$ cat src/rtl/fft_pkg.sv
// fft_pkg: shared FFT sequencer state encoding and default transform size
package fft_pkg;
    localparam int LOG2N_DEF = 3;
    typedef enum logic [2:0] {IDLE, ISSUE, WAIT, WRITE, NEXT, DONE} state_t;
endpackage

$ cat src/rtl/fft_stage_sequencer_if.sv
// fft_stage_sequencer_if: control and butterfly handshake bundle of the FFT sequencer
interface fft_stage_sequencer_if #(parameter int LOG2N = fft_pkg::LOG2N_DEF);
    localparam int SW = $clog2(LOG2N);
    logic             start;
    logic             flush;
    logic             bf_valid;
    logic             bf_ready;
    logic             bf_done;
    logic [LOG2N-1:0] addr_a;
    logic [LOG2N-1:0] addr_b;
    logic [LOG2N-2:0] tw_idx;
    logic             wr_en;
    logic [SW-1:0]    stage;
    logic             busy;
    logic             done;
    modport master (
        input  start, flush, bf_ready, bf_done,
        output bf_valid, addr_a, addr_b, tw_idx, wr_en, stage, busy, done
    );
    modport slave (
        output start, flush, bf_ready, bf_done,
        input  bf_valid, addr_a, addr_b, tw_idx, wr_en, stage, busy, done
    );
endinterface

$ cat src/rtl/fft_addr_gen.sv
// fft_addr_gen: radix-2 DIT operand addresses and twiddle index for stage s, butterfly j
module fft_addr_gen
    import fft_pkg::*;
#(
    parameter int LOG2N = LOG2N_DEF,
    localparam int SW = $clog2(LOG2N),
    localparam int TW = LOG2N - 1
) (
    input  logic [SW-1:0]    s,
    input  logic [TW-1:0]    j,
    output logic [LOG2N-1:0] addr_a,
    output logic [LOG2N-1:0] addr_b,
    output logic [TW-1:0]    tw_idx
);
    logic [LOG2N-1:0] half;
    logic [LOG2N-1:0] pos;
    // group base is j with its low s bits cleared, doubled; pos is the offset inside the group
    always_comb begin
        half   = LOG2N'(1) << s;
        pos    = {1'b0, j} & (half - LOG2N'(1));
        addr_a = ((({1'b0, j} >> s) << s) << 1) | pos;
        addr_b = addr_a + half;
        tw_idx = TW'(pos << (LOG2N - 1 - int'(s)));
    end
endmodule

$ cat src/rtl/fft_stage_sequencer.sv
// fft_stage_sequencer: walks all stages/butterflies of an in-place N-point DIT FFT
module fft_stage_sequencer
    import fft_pkg::*;
#(
    parameter int LOG2N = LOG2N_DEF
) (
    input logic                  Clock,
    input logic                  nReset,
    fft_stage_sequencer_if.master bus
);
    localparam int SW = $clog2(LOG2N);
    localparam int JW = LOG2N - 1;

    state_t           state_q;
    logic [SW-1:0]    s_q, s_d;
    logic [JW-1:0]    j_q, j_d;
    logic [LOG2N-1:0] a_q, b_q, gen_a, gen_b;
    logic [JW-1:0]    tw_q, gen_tw;
    logic             valid_q, wr_q, busy_q, done_q;
    logic             j_last, s_last;

    // next butterfly coordinates: zero when launching from IDLE, else j+1 with stage carry
    always_comb begin
        j_last = &j_q;
        s_last = s_q == SW'(LOG2N - 1);
        j_d    = (state_q == IDLE) ? '0 : j_q + 1'b1;
        s_d    = (state_q == IDLE) ? '0 : s_q + SW'(j_last);
    end

    fft_addr_gen #(.LOG2N(LOG2N)) u_addr (
        .s      (s_d),
        .j      (j_d),
        .addr_a (gen_a),
        .addr_b (gen_b),
        .tw_idx (gen_tw)
    );

    // sequencer FSM; addresses are latched on ISSUE entry so they hold through WRITE
    always_ff @(posedge Clock or negedge nReset) begin
        if (!nReset) begin
            state_q <= IDLE;
            s_q     <= '0;
            j_q     <= '0;
            a_q     <= '0;
            b_q     <= '0;
            tw_q    <= '0;
            valid_q <= 1'b0;
            wr_q    <= 1'b0;
            busy_q  <= 1'b0;
            done_q  <= 1'b0;
        end else if (bus.flush) begin
            state_q <= IDLE;
            valid_q <= 1'b0;
            wr_q    <= 1'b0;
            busy_q  <= 1'b0;
            done_q  <= 1'b0;
        end else begin
            case (state_q)
                IDLE: if (bus.start) begin
                    state_q <= ISSUE;
                    s_q     <= s_d;
                    j_q     <= j_d;
                    a_q     <= gen_a;
                    b_q     <= gen_b;
                    tw_q    <= gen_tw;
                    valid_q <= 1'b1;
                    busy_q  <= 1'b1;
                end
                ISSUE: if (bus.bf_ready) begin
                    state_q <= WAIT;
                    valid_q <= 1'b0;
                end
                WAIT: if (bus.bf_done) begin
                    state_q <= WRITE;
                    wr_q    <= 1'b1;
                end
                WRITE: begin
                    state_q <= NEXT;
                    wr_q    <= 1'b0;
                end
                NEXT: if (s_last && j_last) begin
                    state_q <= DONE;
                    done_q  <= 1'b1;
                end else begin
                    state_q <= ISSUE;
                    s_q     <= s_d;
                    j_q     <= j_d;
                    a_q     <= gen_a;
                    b_q     <= gen_b;
                    tw_q    <= gen_tw;
                    valid_q <= 1'b1;
                end
                DONE: begin
                    state_q <= IDLE;
                    done_q  <= 1'b0;
                    busy_q  <= 1'b0;
                end
                default: state_q <= IDLE;
            endcase
        end
    end

    assign bus.bf_valid = valid_q;
    assign bus.addr_a   = a_q;
    assign bus.addr_b   = b_q;
    assign bus.tw_idx   = tw_q;
    assign bus.wr_en    = wr_q;
    assign bus.stage    = s_q;
    assign bus.busy     = busy_q;
    assign bus.done     = done_q;
endmodule

$ cat src/flat_wrapper.sv
// flat-port wrapper written by rule: the top's interface ports become plain ports
module fft_stage_sequencer_flat import fft_pkg::*;
#(
    parameter int LOG2N = LOG2N_DEF
)
  (Clock, nReset, bus_start, bus_flush, bus_bf_ready, bus_bf_done, bus_bf_valid, bus_addr_a, bus_addr_b, bus_tw_idx, bus_wr_en, bus_stage, bus_busy, bus_done);
  fft_stage_sequencer_if #(.LOG2N(LOG2N)) bus_i ();
  input logic Clock;
  input logic nReset;
  input wire logic [$bits(bus_i.start)-1:0] bus_start;
  input wire logic [$bits(bus_i.flush)-1:0] bus_flush;
  input wire logic [$bits(bus_i.bf_ready)-1:0] bus_bf_ready;
  input wire logic [$bits(bus_i.bf_done)-1:0] bus_bf_done;
  output wire logic [$bits(bus_i.bf_valid)-1:0] bus_bf_valid;
  output wire logic [$bits(bus_i.addr_a)-1:0] bus_addr_a;
  output wire logic [$bits(bus_i.addr_b)-1:0] bus_addr_b;
  output wire logic [$bits(bus_i.tw_idx)-1:0] bus_tw_idx;
  output wire logic [$bits(bus_i.wr_en)-1:0] bus_wr_en;
  output wire logic [$bits(bus_i.stage)-1:0] bus_stage;
  output wire logic [$bits(bus_i.busy)-1:0] bus_busy;
  output wire logic [$bits(bus_i.done)-1:0] bus_done;
  assign bus_i.start = bus_start;
  assign bus_i.flush = bus_flush;
  assign bus_i.bf_ready = bus_bf_ready;
  assign bus_i.bf_done = bus_bf_done;
  assign bus_bf_valid = bus_i.bf_valid;
  assign bus_addr_a = bus_i.addr_a;
  assign bus_addr_b = bus_i.addr_b;
  assign bus_tw_idx = bus_i.tw_idx;
  assign bus_wr_en = bus_i.wr_en;
  assign bus_stage = bus_i.stage;
  assign bus_busy = bus_i.busy;
  assign bus_done = bus_i.done;
  fft_stage_sequencer #(.LOG2N(LOG2N)) u_core (.Clock(Clock), .nReset(nReset), .bus(bus_i));
endmodule
$ cat config.mk
export PLATFORM = sky130hd
export DESIGN_NAME = fft_stage_sequencer_flat
export DESIGN_NICKNAME = d
export VERILOG_FILES = /design/src/rtl/fft_pkg.sv /design/src/rtl/fft_stage_sequencer_if.sv /design/src/rtl/fft_addr_gen.sv /design/src/rtl/fft_stage_sequencer.sv /design/src/flat_wrapper.sv
export SDC_FILE = /design/constraint.sdc
export NUM_CORES = 1
export LEC_CHECK = 0
export BUFFER_PORTS_ARGS = -buffer_cell sky130_fd_sc_hd__buf_2
export CORE_MARGIN = 3
export CORE_UTILIZATION = 56
export CTS_BUF_LIST = sky130_fd_sc_hd__clkbuf_4
export CTS_CLUSTER_SIZE = 30
export DETAILED_ROUTE_END_ITERATION = 8
export PLACE_DENSITY = 0.81
export RECOVER_POWER = 50
export SKIP_LAST_GASP = 1
export SYNTH_ARGS = -nofsm -noshare
export SYNTH_HDL_FRONTEND = slang
export SYNTH_SLANG_ARGS = --single-unit
$ cat constraint.sdc
create_clock -name Clock -period 2.8 [get_ports Clock]
set_input_delay 0 -clock Clock [delete_from_list [all_inputs] [get_ports Clock]]
set_output_delay 0 -clock Clock [all_outputs]
set_load 0.01 [all_outputs]
### Yosys cells after proc, flatten, opt, wreduce, memory -nomap -nowiden

Cells that the tools add are included.
Widths: inputs -> output; s select.

* RAM bits: 0
* memories kept: 0
* bits in read-only memories: 0
* bits in registers: 19
* logic and storage cells: 85
* bits of input ports: 6
* bits in latches: 0
* output and inout port bits: 14

* reduce and logical (&&, ||, !) cells: 14
* $lt $le $gt $ge: 0
* add/subtract/negate cells: 5
* multipliers: 0
* muxes and demuxes: 36
* shifts and indexed selects: 4
* divide/modulo/power cells: 0
* eq/ne operators: 13
* bitwise gates (word level): 3

Operators with widths (number)
* $shl 3x32->2: 1
* $mux 3: 9
* $mux 2: 8
* $pmux 3 s5: 1
* $ne 3x3->1 const B: 4
* $pmux 2 s2: 3
* $pmux 3 s2: 2
* $mux 1: 9
* $reduce_bool 3->1: 3
* $reduce_and 2->1: 4
* $reduce_and 4->1: 2
* $eq 3x2->1 const B: 2
* $eq 3x3->1 const B: 2
* $pmux 1 s2: 3
* $ne 2x2->1 const B: 2
* $reduce_bool 4->1: 1
* $add 3x3->3: 1
* $and 2x3->3: 1
* $eq 3x1->1 const B: 1
* $logic_not 3->1: 1
* $ne 3x2->1 const B: 1
* $or 3x3->3: 1
* $pmux 1 s3: 1
* $reduce_and 3->1: 1
* other kinds (11): 11

### Depth between registers and ports, before layout

Gate-level depths: netlist of the first run.

* word-level depth: 10
* mapped depth: 9
* gate-level depth less buffers: 9

### Cells and area by module

A second synthesis of the first run with hierarchy kept.

* cell total of the unflattened synthesis: 94
* area total of the unflattened synthesis: 1099.8 um^2

Modules (own cells, without submodules)
* fft_stage_sequencer: sequential area each 475.5 um^2, times used 1, area an instance 934.6 um^2, cells an instance 75
* fft_addr_gen: sequential area each 0.0 um^2, times used 1, area an instance 165.2 um^2, cells an instance 19

### Least setup slack after synthesis of the first run

OpenSTA, ideal clock, no wires.

* path kind: flip-flop to flip-flop
* from: register u_core.j_q[0]
* to: register u_core.b_q[2] (netlist: u_core.bus.addr_b[2])
* period minus slack after synthesis: 2.455 ns
* required time: 2.673 ns
* cell stages (with the launch flop): 9
* buffers on the path: 0
* data arrival time: 2.328 ns
* setup time: 0.127 ns
* path slack: 0.345 ns
* cell sequence: dfrtp_1 -> ha_1 -> ha_1 -> xor2_1 -> or3_1 -> a21o_1 -> fa_1 -> nor4_1 -> o31ai_2

* cells in the longest elaborated chain, start to end: 10
* elaborated cells on any way between the ends: 18
* those cells by class: add/sub: 4; eq/ne: 1; shift: 3; mux: 5; bitwise: 2; reduce/logical: 3

RTL lines
* start, declared: RTL line fft_stage_sequencer.sv:16 `logic [JW-1:0] j_q, j_d;`
* start signal, assigned: RTL line fft_stage_sequencer.sv:62 `j_q <= j_d;`
* start signal, assigned: RTL line fft_stage_sequencer.sv:87 `j_q <= j_d;`
* $reduce_and 2->1: RTL line fft_stage_sequencer.sv:24 `j_last = &j_q;`
* $add 2x1->2: RTL line fft_stage_sequencer.sv:27 `s_d = (state_q == IDLE) ? '0 : s_q + SW'(j_last);`
* $mux 2: RTL line fft_stage_sequencer.sv:27
* $shl 1x2->3: RTL line fft_addr_gen.sv:19 `half = LOG2N'(1) << s;`
* $sub 3x1->3: RTL line fft_addr_gen.sv:20 `pos = {1'b0, j} & (half - LOG2N'(1));`
* $and 2x3->3: RTL line fft_addr_gen.sv:20
* $or 3x3->3: RTL line fft_addr_gen.sv:21 `addr_a = ((({1'b0, j} >> s) << s) << 1) | pos;`
* $add 3x3->3: RTL line fft_addr_gen.sv:22 `addr_b = addr_a + half;`
* $mux 3 (on tied branches): RTL line fft_stage_sequencer.sv:81, fft_stage_sequencer.sv:59
* $pmux 3 s2: RTL line fft_stage_sequencer.sv:58 `case (state_q)`
* end signal, assigned: RTL line fft_stage_sequencer.sv:64 `b_q <= gen_b;`
* end signal, assigned: RTL line fft_stage_sequencer.sv:89 `b_q <= gen_b;`
* end, declared: RTL line fft_stage_sequencer.sv:17 `logic [LOG2N-1:0] a_q, b_q, gen_a, gen_b;`

Several ways; a longest one is shown, not always the timed one. The select of a mux whose other input is x is not followed.
A chain may end at the register's enable or synchronous reset.

### Worst setup path in the final report of the first run

Same ends and word-level chain as after synthesis.

==> results of run 1 <==
-- per-stage QoR --
step / cells / hold WS (ns) / area, um2 / setup slack (ns) / utilization, %
after floorplan: 114 / -0.296 / 1050 / 0.345 / -
after global placement: 154 / -0.0386 / 1150 / 0.269 / 65.9
after detailed placement: 154 / -0.0385 / 1150 / 0.185 / 65.9
after CTS: 160 / 0.00207 / 1200 / 0.170 / 68.7
after global routing: 160 / 0.0368 / 1200 / 0.0278 / 68.5
final: 160 / 0.0127 / 1200 / 0.178 / 68.5
-- report_power, final --
group	total, mW	internal, mW	leakage (nW)	switching [mW]
clock	0.155	0.0654	0.0184	0.0893
sequential	0.346	0.317	0.254	0.0289
combinational	0.207	0.0846	0.303	0.123
total	0.708	0.467	0.576	0.241
-- final cells by class --
class	instances	share of cell area [%]
multi-input combinational	85	44.1
sequential	19	39.7
timing repair buffer	22	9.41
tap	25	2.62
clock buffer	4	2.51
inverter	5	1.57
-- worst min-delay path by stage --
stage | startpoint | end | slack [ns] | cells after the start
after detailed placement | nReset | u_core.bus.busy | -0.04 | 1
after CTS | bus_bf_done | u_core.bus.wr_en | 0.002 | 3
final | bus_bf_done | u_core.bus.wr_en | 0.01 | 3
after global placement | nReset | u_core.bus.busy | -0.04 | 1
after global routing | bus_bf_ready | u_core.bus.bf_valid | 0.04 | 4
after floorplan | nReset | u_core.bus.addr_a[0] | -0.30 | 0
-- flip-flops by register name, summed over array words and instances, names as in the netlist --
register and flops:
u_core.bus.busy 1, u_core.bus.addr_b 3, u_core.bus.stage 2, u_core.bus.tw_idx 2
u_core.bus.addr_a 3, u_core.bus.bf_valid 1, u_core.bus.done 1, u_core.j_q 2
u_core.bus.wr_en 1, u_core.state_q 3
-- Yosys cell counts --
library cell  number  area share [%]
inv_1              5             1.8
a211oi_1           3             2.1
mux2_2             1             1.1
xor2_1             1            0.83
a211o_1            1            0.83
conb_1             1            0.36
buf_2              2            0.95
buf_6              2             2.1
o21a_1             2             1.4
nand2_1           19             6.8
nor3_1             3             1.4
and4b_1            1            0.95
nor4_1             1            0.59
ha_1               5             5.9
and3b_1            1            0.83
dfrtp_1           19              45
nand3b_1           2             1.4
o21ai_0           12             5.7
a22o_1             1            0.83
nand3_1            1            0.48
or4_1              1            0.71
nor3b_1            2             1.4
a21oi_1            5             2.4
and2_1             1            0.59
o31ai_2            2             2.4
o31a_1             1            0.83
a21o_1             1            0.71
mux2i_1            1            0.95
nor2_1            12             4.3
or3_1              3             1.8
clkbuf_1           1            0.36
fa_1               1             1.9
-- repair_timing --
action	CTS	global route
resized for setup	0	1
endpoints found under the hold margin	26	0
hold buffers	2	0
setup endpoints to repair	0	1
-- worst reg2reg max path, stage by stage (launching register included) --
cell and delay [ns]:
dfrtp_1 0.44, ha_1 0.24, ha_1 0.19, xor2_1 0.19, or3_1 0.33, a21o_1 0.21
fa_1 0.45, nor4_2 0.32, o31ai_2 0.09
-- layer usage --
| metal | part of all wire [%] | global-route usage [%] | up-vias |
|---|---|---|---|
| met1 | 49 | 26.8 | 406 |
| met3 | 4.7 | 3.67 | 2 |
| met4 | 1.3 | 7.11 | 0 |
| met2 | 45 | 32.1 | 24 |
| met5 | 0 | 0 | - |
| li1 | - | - | 435 |
-- cell families (layout without fill, tap and decap cells) --
| kind of cell | after synthesis | in the layout |
|---|---|---|
| and+or+nand+nor | 47 | 47 |
| adders and majority gates | 6 | 6 |
| xor gates and xnor gates | 1 | 1 |
| DFF | 19 | 19 |
| muxes | 2 | 2 |
| AOI/OAI and AO/OA | 28 | 28 |
| other | 1 | 1 |
| buffers and inverters | 10 | 31 |
==> results.md, run 1 <==
* GRT Total Usage at 20.0%
* Diode count at 0
* Commonest cells after routing, fill and taps aside: 19 x nand2_1, 19 x dfrtp_1, 12 x nor2_1, 12 x o21ai_0, 11 x buf_2
* Clock Skews at 0.00515 ns
* Max clock buf depth at 2
* Crit-path cells: ha_1 > ha_1 > xor2_1 > or3_1 > a21o_1 > fa_1 > nor4_2 > o31ai_2
* WL final at 2170 um
* Vias after detailed routing at 867
* Worst skew pair latency at 0.31 ns
* Worst VDD drop at 0.325 mV
* Initial DRC count at 18
* Critical path's top delay family: adder cells
* Startpoint Class: flop
* Xor-xnor portion of the synthesized cell area at 0.832%
* Crit path largest cell delay at 0.45 ns
* Post-Synth Adder-Cell Area at 7.85%
* Compound-Gate Fraction of Synth Area at 17.2%
* Min-delay worst type: in -> reg
* CTS buffer count at 3
* Max Cap Violations at 0
* Root Driver: clkbuf_4
* Core Box Area at 1750 um2
* Crit share post-route at 93.6%
* Syn nets at 126
* RSZ-0062 raised after global routing: false
* FF-to-FF End: u_core.bus.addr_b[2]
* Post-Synth Simple-Gate Area at 21.3%
* Reg2Reg Setup Slack at 0.18 ns
* CTS tree: done
* Worst reg2reg startpoint: u_core.j_q[0]
* Avg Inst Size Synth at 9.23 um2
* Initial antenna violation count at 0
* Share of cells above drive strength 1 at 14.8%
* Multi-input gate area at 528 um2
* Critical Path Start: u_core.j_q[0]
* Mux contribution to synthesized area at 2.02%
* Post-DP HPWL at 1520 um
* Die ar. at 2430 um2
* YS warnings at 0
* P_leak at 0.576 nW
* Vias in the first global route at 858
* Die height at 49.3 um
* Top achievable clock speed at 381 MHz
* Crit path max fanout at 6
* Pin count of the biggest net entering global routing at 24
* Fin crit period at 2.62 ns
* Slew HR at 32.0%
* First-pass GRT wire length at 3770 um
* Crit path depth at 8
* Vias/cell at 5.42
* Htree depth at 1
* Sequential element share of the synthesized area at 45.2%
* Num ports at 20
* #FFs+latches synth at 19
* CP max stage cell: fa_1
* Total power after layout at 0.708 mW
* Post-route DRC at 0
* Outcome: finished clean
* Main combinational cell family by area after synthesis: simple AND/OR/NAND/NOR gates
* Setup Total Neg Slack at 0 ns
* WP data required at 2.97 ns
* Worst-margin pin slew at 1.02 ns
* Placer congestion estimate at 0.805
* CP Capture Type: flop
* Post-CTS setup-driven buffer insertion count at 0
* Placement row count at 15
* Register area at 475 um2
* Worst setup path endpoint: u_core.bus.addr_b[2]
* Synth Cell Area at 1050 um2
* Final Hold Vio Count at 0
* CTS sink cnt at 19
* Fillers at 150
* Final Slew Violations at 0
* Final nets at 148
* Area Growth Syn to Fin at 13.7%
* Die X-Extent at 49.3 um
* WL/cell at 13.6 um
* Most frequent CP cell: ha_1
* Post-synth cell types at 32
* P per Cell Area at 592 nW/um2
* TritonRoute pass-1 iters at 5
* Critical path data arrival time at 2.79 ns
* Worst-path clk slew at 0.11 ns
* Mapped Cells at 114
* Total gr overflow at 0
* Starting Density at 60.3%
* ANT nets after route at 0
* Worst Reg2Reg Path Length in Cells at 8
* Final setup vio count at 0
* Port Buffers at 19
* Crit path kind: reg -> reg
* CP Buf/Inv Count at 0
No activity file was read; power rests on OpenSTA's default activity.
==> run 2: changes to the inputs <==
CORE_UTILIZATION = 57   (was 56)
SYNTH_HIERARCHICAL = 1   (was not set)
==> run 2 against run 1 <==
Compared with the run above: clock skew grew 0.012 ns; count of clock-buffer cells in the layout shrank 1; routed wire length fell by 2.3%; utilization up 5.6 points; die area is 2.4% higher; fmax shrank 3.1%; flip-flop and latch count unchanged; first-iteration DRC count increased by 5.6%; via count fell by 8.4%; clock power down 8%; synthesized cell count fell by 18%; non-clock buffer count increased by 9.
==> results.md, run 2 <==
* Share of cells above drive strength 1 at 39.2% (was 14.8%)
* Placement row count at 15 (unchanged)
* Core Box Area at 1780 um2 (was 1750 um2)
* Commonest non-fill, non-tap cell in the layout: dfrtp_1
* Crit path max fanout at 3 (was 6)
* Mux contribution to synthesized area at 15.7% (was 2.02%)
* CTS tree: done (unchanged)
* Vias after detailed routing at 794 (was 867)
* Min-delay worst type: in -> reg (unchanged)
* #FFs+latches synth at 19 (unchanged)
* CP Capture Type: flop (unchanged)
* Post-Synth Adder-Cell Area at 7.51% (was 7.85%)
* Compound-Gate Fraction of Synth Area at 9.44% (was 17.2%)
* P per Cell Area at 434 nW/um2 (was 592 nW/um2)
* Max Cap Violations at 0 (unchanged)
* Avg Inst Size Synth at 11.7 um2 (was 9.23 um2)
* Final Hold Vio Count at 0 (unchanged)
* Fin crit period at 2.70 ns (was 2.62 ns)
* First-pass GRT wire length at 3810 um (was 3770 um)
* Register area at 475 um2 (unchanged)
* Main combinational cell family by area after synthesis: simple AND/OR/NAND/NOR gates (unchanged)
* Pint at 0.409 mW (was 0.467 mW)
* Top-count cell post-synth: dfrtp_1
* P_leak at 0.628 nW (was 0.576 nW)
* Dominant cell type by area after synthesis: dfrtp_1 (unchanged)
* Die height at 49.9 um (was 49.3 um)
* Initial antenna violation count at 0 (unchanged)
* Starting Density at 61.7% (was 60.3%)
* Pin count of the biggest net entering global routing at 20 (was 24)
* Worst slack, placed at 0.0151 ns (was 0.185 ns)
* Post-route DRC at 0 (unchanged)
* Max clock buf depth at 2 (unchanged)
* Worst skew pair latency at 0.31 ns (about the same)
* Slew HR at 33.7% (was 32.0%)
* Worst VDD drop at 0.300 mV (was 0.325 mV)
* Async SR Flop Fraction at 100% (unchanged)
* WL/cell at 14.1 um (was 13.6 um)
* Placer congestion estimate at 0.821 (was 0.805)
* Die X-Extent at 49.9 um (was 49.3 um)
* Vias in the first global route at 819 (was 858)
* Fillers at 123 (was 150)
* Dominant cells by area after synthesis: dfrtp_1 43%, mux2_4 11%, ha_1 5.7% (was dfrtp_1 45%, nand2_1 6.8%, ha_1 5.9%)
* Diode count at 0 (unchanged)
* Port Buffers at 19 (unchanged)
* Final nets at 138 (was 148)
* Top FF cell, synth: dfrtp_1 (unchanged)
* Psw at 0.164 mW (was 0.241 mW)
* CTS sink cnt at 19 (unchanged)
* Dpl cells at 141 (was 154)
* Number of flops mapped to enable cells by yosys at 0 (unchanged)
* Post-Synth Simple-Gate Area at 17.0% (was 21.3%)
* Crit path kind: reg -> reg (unchanged)
* Vias/cell at 5.29 (was 5.42)
* Synth top cells by count: 19 x dfrtp_1, 8 x mux2_4, 5 x ha_1 (was 19 x dfrtp_1, 19 x nand2_1, 12 x nor2_1, 12 x o21ai_0)
* Critical path data arrival time at 2.91 ns (was 2.79 ns)
* Outcome: finished clean (unchanged)
* Post-synth cell types at 37 (was 32)
* Die ar. at 2490 um2 (was 2430 um2)
* Worst-margin pin slew at 0.994 ns (was 1.02 ns)
* TritonRoute pass-1 iters at 4 (was 5)
* Root Driver: clkbuf_4 (unchanged)
* Non-filler cells, final at 150 (was 160)
* ANT nets after route at 0 (unchanged)
* CTS buffer count at 3 (unchanged)
* YS warnings at 6 (was 0)
* Final Slew Violations at 0 (unchanged)
* Htree depth at 1 (unchanged)
* Clock Power Share at 24.8% (was 21.8%)
* Final setup vio count at 0 (unchanged)
* Xor-xnor portion of the synthesized cell area at 2.39% (was 0.832%)
* Sequential element share of the synthesized area at 43.2% (was 45.2%)
* GRT Total Usage at 20.1% (was 20.0%)
* Share of the synthesized area in the top cell type at 43.2% (was 45.2%)
* WL final at 2120 um (was 2170 um)
* Num ports at 20 (unchanged)
* Total gr overflow at 0 (unchanged)
* Area Growth Syn to Fin at 20.1% (was 13.7%)
* Top achievable clock speed at 370 MHz (was 381 MHz)
* Combinational Power Share at 21.7% (was 29.3%)
* Synth Cell Area at 1100 um2 (was 1050 um2)
* Register share of total power at 53.5% (was 48.9%)
* Syn nets at 106 (was 126)
* Sw Share at 28.6% (was 34.0%)
* Worst-path clk slew at 0.12 ns (was 0.11 ns)
* Initial DRC count at 19 (was 18)
* Mapped Cells at 94 (was 114)
* Crit share post-route at 96.6% (was 93.6%)
* Commonest cells after routing, fill and taps aside: 19 x dfrtp_1, 12 x buf_2, 10 x buf_4 (was 19 x nand2_1, 19 x dfrtp_1, 12 x nor2_1, 12 x o21ai_0, 11 x buf_2)
* Post-DP HPWL at 1560 um (was 1520 um)
* Final setup margin at 0.0956 ns (was 0.178 ns)
* Clock Skews at 0.0170 ns (was 0.00515 ns)
* WP data required at 3.01 ns (was 2.97 ns)
* Multi-input gate area at 587 um2 (was 528 um2)
* Startpoint Class: flop (unchanged)
run 2: what timing repair did:
| action | 4_1_cts | 5_1_grt |
|---|---|---|
| hold buffers | 2 | 0 |
| gates resized for setup | 0 | 4 |
| hold endpoints to repair | 26 | 0 |
| endpoints found under the setup margin | 1 | 2 |
| pin swaps | 0 | 1 |
| setup buffers | 1 | 2 |
run 2: critical path, stage by stage, from the launching register on:
cell and delay (ns):
dfrtp_1 0.40, ha_1 0.23, ha_2 0.33, nor2b_2 0.21, inv_2 0.06, ha_2 0.21, xnor2_1 0.14, a32o_2 0.24
fa_1 0.40, xnor2_1 0.13, mux2_2 0.25
run 2: power by group through the flow:
stage / Combinational (mW) / Clock, mW / Sequential (mW)
after floorplan: 0.0713 / 0 / 0.322
after global placement: 0.121 / 0 / 0.312
after detailed placement: 0.123 / 0 / 0.313
after CTS: 0.127 / 0.142 / 0.307
after global routing: 0.138 / 0.157 / 0.310
final: 0.124 / 0.142 / 0.307
run 2: per-layer routing:
metal	track usage, %	wire length [um]
met5	0	0
met4	8.29	31
met3	3.32	77
met2	32.4	1040
met1	26.6	976
run 2: area by class of cell:
type / count / share of cell area, %
clock buffer: 3 / 1.70
multi-input combinational: 66 / 44.4
inverter: 5 / 1.42
clock inverter: 1 / 0.379
tap: 25 / 2.37
timing repair buffer: 31 / 13.7
sequential: 19 / 36.0
run 2: final timing paths:
check | from | endpoint | slack [ns] | cells past startpoint
max | u_core/j_q[0] | u_core/bus.addr_b[2] | 0.1 | 10
min | bus_bf_done | u_core/bus.wr_en | 0.03 | 3
max reg2reg | u_core/j_q[0] | u_core/bus.addr_b[2] | 0.1 | 10
min reg2reg | u_core/bus.addr_b[2] | u_core/bus.addr_b[2] | 0.52 | 1
max in group asynchronous | nReset | u_core/bus.tw_idx[1] | 1.82 | 2
min in group asynchronous | nReset | u_core/state_q[0] | 0.37 | 2
run 2: metrics by stage:
stage	setup TNS, ns	instance area [um2]	util [%]	total power, mW	hold slack, ns
after floorplan	0	1100	-	0.393	-0.296
after global placement	0	1250	70.2	0.433	-0.0456
after detailed placement	0	1250	70.2	0.436	-0.0406
after CTS	0	1310	73.3	0.577	0.0371
after global routing	-0.00338	1320	74.1	0.606	0.0504
final	0	1320	74.1	0.574	0.0282
run 2: logic make-up after synthesis:
logic type,Yosys count
buffers and inverters,9
xor gates and xnor gates,3
and+or+nand+nor,27
DFF,19
other,1
AOI/OAI and AO/OA,16
muxes,13
adders and majority gates,6
